`src/rtl/rst_sequencer.sv`:
```
// Staged reset controller: asynchronous assertion, ordered synchronous release, sticky cause record.
// Optional watchdog self-reset is built when RST_SEQ_WDT_EN is defined.
module rst_sequencer #(
    parameter int NUM_STAGES   = 4,
    parameter int STAGE_CYCLES = 16,
    parameter int NUM_REQ      = 3,
    parameter int SYNC_DEPTH   = 2,
    parameter int WDT_CYCLES   = 1024
) (
    input  logic                  clk,
    input  logic                  rst_n,
    input  logic [NUM_REQ-1:0]    req,
    input  logic                  wdt_kick,
    input  logic                  cause_clr,
    output logic [NUM_STAGES-1:0] stage_rst_n,
    output logic                  ready,
    output logic [NUM_REQ+1:0]    cause
);
    localparam int CNT_W = $clog2(STAGE_CYCLES + 1);
    localparam int WDT_W = $clog2(WDT_CYCLES + 1);
    localparam logic [CNT_W-1:0]   CNT_LAST  = CNT_W'(STAGE_CYCLES - 1);
    localparam logic [NUM_REQ+1:0] CAUSE_POR = {{(NUM_REQ+1){1'b0}}, 1'b1};

    typedef enum logic [1:0] {HOLD, RELEASE, DONE} state_t;

    state_t                state, state_next;
    logic [SYNC_DEPTH-1:0] sync;
    logic [CNT_W-1:0]      cnt, cnt_next;
    logic [NUM_STAGES-1:0] stages_next;
    logic                  ready_next;
    logic [NUM_REQ+1:0]    cause_next;
    logic [NUM_REQ+1:0]    set_bits;
    logic                  wdt_evt;
    logic                  restart;
    logic                  running;

`ifdef RST_SEQ_WDT_EN
    localparam logic [WDT_W-1:0] WDT_LAST = WDT_W'(WDT_CYCLES - 1);
    logic [WDT_W-1:0] wdt_cnt;

    // Watchdog only counts while sitting in DONE; any exit or kick restarts it.
    always_ff @(posedge clk or negedge rst_n) begin
        if (!rst_n) begin
            wdt_cnt <= '0;
        end else if (state != DONE || wdt_kick || restart) begin
            wdt_cnt <= '0;
        end else begin
            wdt_cnt <= wdt_cnt + WDT_W'(1);
        end
    end

    assign wdt_evt = (state == DONE) && !wdt_kick && (wdt_cnt == WDT_LAST);
`else
    logic [WDT_W:0] unused_wdt;
    assign unused_wdt = {{WDT_W{1'b0}}, wdt_kick};
    assign wdt_evt    = 1'b0;
`endif

    assign set_bits = {wdt_evt, req, 1'b0};
    assign restart  = (|req) || wdt_evt;
    assign running  = sync[SYNC_DEPTH-1] && !restart;

    always_comb begin
        state_next  = state;
        cnt_next    = cnt;
        stages_next = stage_rst_n;
        ready_next  = ready;
        cause_next  = cause_clr ? set_bits : (cause | set_bits);

        if (restart) begin
            state_next  = HOLD;
            cnt_next    = '0;
            stages_next = '0;
            ready_next  = 1'b0;
        end else if (running) begin
            case (state)
                HOLD, RELEASE: begin
                    if (state == RELEASE && (&stage_rst_n)) begin
                        state_next = DONE;
                        ready_next = 1'b1;
                    end else if (cnt == CNT_LAST) begin
                        // Gap elapsed: release the next stage index and reload.
                        state_next  = RELEASE;
                        cnt_next    = '0;
                        stages_next = (stage_rst_n << 1) | NUM_STAGES'(1);
                    end else begin
                        cnt_next = cnt + CNT_W'(1);
                    end
                end
                DONE: begin
                    state_next = DONE;
                end
                default: begin
                    state_next = HOLD;
                end
            endcase
        end
    end

    always_ff @(posedge clk or negedge rst_n) begin
        if (!rst_n) begin
            sync        <= '0;
            state       <= HOLD;
            cnt         <= '0;
            stage_rst_n <= '0;
            ready       <= 1'b0;
            cause       <= CAUSE_POR;
        end else begin
            sync        <= {sync[SYNC_DEPTH-2:0], 1'b1};
            state       <= state_next;
            cnt         <= cnt_next;
            stage_rst_n <= stages_next;
            ready       <= ready_next;
            cause       <= cause_next;
        end
    end

endmodule

```
`config.mk`:
```
export PLATFORM = sky130hd
export DESIGN_NAME = rst_sequencer
export DESIGN_NICKNAME = d
export VERILOG_FILES = /design/src/rtl/rst_sequencer.sv
export SDC_FILE = /design/constraint.sdc
export NUM_CORES = 1
export LEC_CHECK = 0
export CAP_MARGIN = 20
export CORE_MARGIN = 10
export CORE_UTILIZATION = 33
export CTS_BUF_LIST = sky130_fd_sc_hd__clkbuf_8
export DETAILED_ROUTE_END_ITERATION = 12
export SYNTH_ARGS = -nofsm -noshare
export SYNTH_HDL_FRONTEND = slang
export SYNTH_SLANG_ARGS = --single-unit
```
`constraint.sdc`:
```
create_clock -name clk -period 2.05 [get_ports clk]
set_input_delay 0.41 -clock clk [delete_from_list [all_inputs] [get_ports clk]]
set_output_delay 0.41 -clock clk [all_outputs]
set_load 0.005 [all_outputs]
```
Word-level counts from Yosys, hierarchy flattened:

Cells that the tools add are included.

* logic and storage cells: 48
* register bits: 19

* equality and inequality tests: 5
* bitwise operators: 1
* $add $sub $neg: 1
* multiplexer cells: 20
* reduce and logical (&&, ||, !) cells: 15

Operators by type and width (count)
* $mux 5: 6
* $mux 4: 5
* $mux 2: 4
* $reduce_and 4->1: 2
* $reduce_bool 2->1: 4
* $reduce_and 3->1: 2
* $add 5x1->5 const B: 1
* $eq 5x4->1 const B: 1
* $or 5x4->5: 1
* $mux 1: 4
* $ne 4x4->1 const B: 1
* $pmux 2 s2: 1
* $reduce_or 3->1: 1
* $eq 2x1->1 const B: 1
* $eq 2x2->1 const B: 1
* $logic_and 1x1->1: 2
* $logic_not 2->1: 1
* $ne 2x2->1 const B: 1
* $reduce_and 2->1: 1
* $reduce_or 2->1: 1
* $logic_not 1->1: 1

Depth between registers and ports, before layout:

* depth after elaboration: 6
* depth in mapped cells: 5

Worst setup path before layout:

No wires, ideal clock.

* path type: register to register
* start point: register cnt[0]
* end point: register stage_rst_n[2]
* period minus slack after synthesis: 1.354 ns
* cell stages (with the launch flop): 6
* library setup time: 0.079 ns
* path buffers: 0
* arrival time: 1.275 ns
* setup slack: 0.696 ns
* cell sequence: dfrtp_1 ha_1 and4b_4 nor2b_4 a21boi_2 mux2i_1

* longest elaborated chain between the ends: 3

Ends and longest elaborated chain
* start: declaration: line 28 `logic [CNT_W-1:0] cnt, cnt_next;`
* start signal: assignment: line 111 `cnt <= cnt_next;`
* $eq 5x4->1: line 81 `end else if (cnt == CNT_LAST) begin`
* $reduce_bool 2->1 (no source line)
* $reduce_and 4->1 (no source line)
* end signal: assignment: line 112 `stage_rst_n <= stages_next;`
* end: declaration: line 15 `output logic [NUM_STAGES-1:0] stage_rst_n,`

No other way between the ends.
A chain may end at the register's enable or synchronous reset.

Final worst setup path:

* start point: register stage_rst_n[0]
* end point: output stage_rst_n[0]

No word-level cell between the ends.

==> results.json <==
{
  "gp_congestion": 0.789,
  "grt_pass1_wl_mm": 2.70,
  "cp_cell_sequence": "clkdlybuf4s50_1",
  "rr_startpoint": "cnt[0]",
  "post_cts_buffers": 0,
  "drv_cap": 0,
  "fin_worst_skew_ns": 0.00349,
  "numPortBuffers": 14,
  "cts_root_buffer": "clkbuf_8",
  "grt_use_total": 0.0651,
  "path_delay_family": "buffers and inverters",
  "post-route-drc-count": 0,
  "synth_top_area_frac": 0.517,
  "ys_async_sr_fraction": 1.00,
  "die-height_um": 70.0,
  "synth_edf_count": 0,
  "diodes": 0,
  "n_fill_cell": 231,
  "cts_buffer_depth": 2,
  "core_area_mm2": 0.00243,
  "setup_violations": 0,
  "vdd_ir_drop_max_mv": 0.508,
  "finalMaxSlewViolations": 0,
  "yosysWarnings": 0,
  "cts_tree": "yes",
  "min_delay_path_depth": 0,
  "num_vias": 563,
  "final_nets": 98,
  "start_util": 0.338,
  "worst_path_largest_cell_delay_ns": 0.56,
  "num_rows": 18,
  "max_freq_mhz": 588,
  "overflow": 0,
  "cts_max_level": 1,
  "arrival_ns": 1.29,
  "rsz0062_at_grt": "false",
  "synthCells": 71,
  "synth_nets": 79,
  "hold_viol": 0,
  "cp_num_buf_inv": 1,
  "path_clk_slew_ns": 0.06,
  "path_depth": 1,
  "min_period_over_period": 0.829,
  "yosysMostFrequentCell": "dfrtp_1",
  "area_delta_synth_final_pct": 28.6,
  "postRouteAntennaNets": 0,
  "cts-resized-gates": 0,
  "path_class": "flop to output port",
  "grt_max_degree": 12,
  "die_w_um": 70.0,
  "tns_ns": 0,
  "fin_ws_ns": 0.350,
  "vias_per_cell": 4.73,
  "place_hpwl_mm": 1.20,
  "ys_types": 31,
  "cp-start-kind": "flop",
  "worstHoldPathType": "flop to flop",
  "ios": 17,
  "synth_commonest_cells": "dfrtp_1 (17), nor2_1 (10), mux2i_1 (5)",
  "dr.pass1.iters": 6,
  "slowest_stage": "clkdlybuf4s50_1",
  "period_minus_slack_ns": 1.70,
  "slew_headroom": 0.668,
  "design.die.area_mm2": 0.00489,
  "final_area_mm2": 0.00106,
  "drive_gt1_frac": 0.191,
  "ys_ff_latch": 18,
  "synthesis.area_um2": 823,
  "hold_buffers": 0,
  "hp-start": "sync[0]",
  "cts_made_buffers": 3,
  "p_leak_nw": 0.444,
  "startpoint": "stage_rst_n[0]",
  "clkSinkCount": 18,
  "ff2ff_path_depth": 5,
  "dp_slack_ns": 0.274,
  "required_ns": 1.64,
  "syn_avg_cell_area_um2": 11.6,
  "status": "complete, no violations",
  "synthTopCellsByArea": "dfrtp_1 (52%), mux2i_1 (6.1%), nor2_1 (4.6%), dfstp_2 (3.2%), a21o_1 (2.7%)",
  "wirelength_mm": 1.53,
  "synth_ff_type": "dfrtp_1",
  "synth.largest_area_cell": "dfrtp_1",
  "worstPathMaxFanout": 6,
  "grt_pass1_vias": 618,
  "power_density_mw_per_mm2": 658,
  "placed_area_mm2": 0.00100,
  "tightest_slew_ns": 0.497,
  "drt_iter0_drc": 11,
  "antenna_found_initial": 0,
  "clk_latency_ns": 0.25,
  "endpoint_kind": "output port",
  "ys_seq_area_frac": 0.549,
  "wl_per_cell_um": 12.8
}
==> power breakdown <==
group | total [W] | switching (W) | internal, W | leakage, nW
Sequential | 0.000366 | 0.00000457 | 0.000362 | 0.233
Combinational | 0.0000472 | 0.0000227 | 0.0000245 | 0.181
Clock | 0.000283 | 0.000113 | 0.000170 | 0.0288
==> final timing paths <==
path	to	slack [ns]
worst max-delay path	stage_rst_n[0]	0.35
worst min-delay path	sync[1]	0.35
worst max register to register	stage_rst_n[2]	0.54
worst min register to register	sync[1]	0.35
max in group asynchronous	stage_rst_n[0]	1.06
min in group asynchronous	stage_rst_n[2]	0.49
==> worst register-to-register path, cell delays in order, from the launching register on <==
cell and delay, ns:
dfrtp_1 0.38, ha_1 0.20, and4b_4 0.27, nor2b_4 0.19
a21boi_2 0.21, mux2i_1 0.19
==> per-layer routing <==
layer	vias up	track usage	part of all wire
li1	277	-	-
met5	-	0	0
met1	270	0.0703	0.46
met4	0	0.0395	0.016
met2	12	0.107	0.47
met3	4	0.0226	0.057
==> per-stage QoR <==
stage,hold WS [ns],instances,total power (W),utilization
final,0.349,119,0.000697,0.435
after global routing,0.373,119,0.000727,0.435
after CTS,0.352,119,0.000711,0.435
after detailed placement,0.337,115,0.000421,0.413
after global placement,0.333,115,0.000420,0.413
after floorplan,0.114,71,0.000390,-
==> layout by cell type, fill, tap and decap left out, drive strengths merged, types with 2 or more instances in the layout <==
cell,n
a21o,3
a21oi,3
a31oi,2
buf,2
clkbuf,4
clkdlybuf4s50,14
conb,2
dfrtp,17
inv,3
mux2i,5
nand2,4
nor2,10
nor2b,2
nor3,2
==> area by class of cell <==
class,instances,area (um2),area share
clock buffers,4,55.1,0.0520
inverters,3,11.3,0.0106
multi-input cells,48,348,0.329
flip-flops and latches,18,452,0.427
well taps,30,37.5,0.0355
repair buffers,16,155,0.147
==> logic make-up (layout without fill, tap and decap cells) <==
group / count (synthesis) / in the layout / share of synthesized area
AOI/OAI and AO/OA: 14 / 14 / 0.141
xor gates and xnor gates: 1 / 1 / 0.0106
adders and majority gates: 1 / 1 / 0.0152
buffers and inverters: 5 / 23 / 0.0289
DFF: 18 / 18 / 0.549
muxes: 5 / 5 / 0.0608
other: 2 / 2 / 0.00912
and+or+nand+nor: 25 / 25 / 0.185
==> registers in the layout, summed over array words and instances, names as in the netlist <==
register and flops:
cnt 5, cause 4, stage_rst_n 4, state 2, sync 2, ready 1
Power figures use the tool's default switching activity.
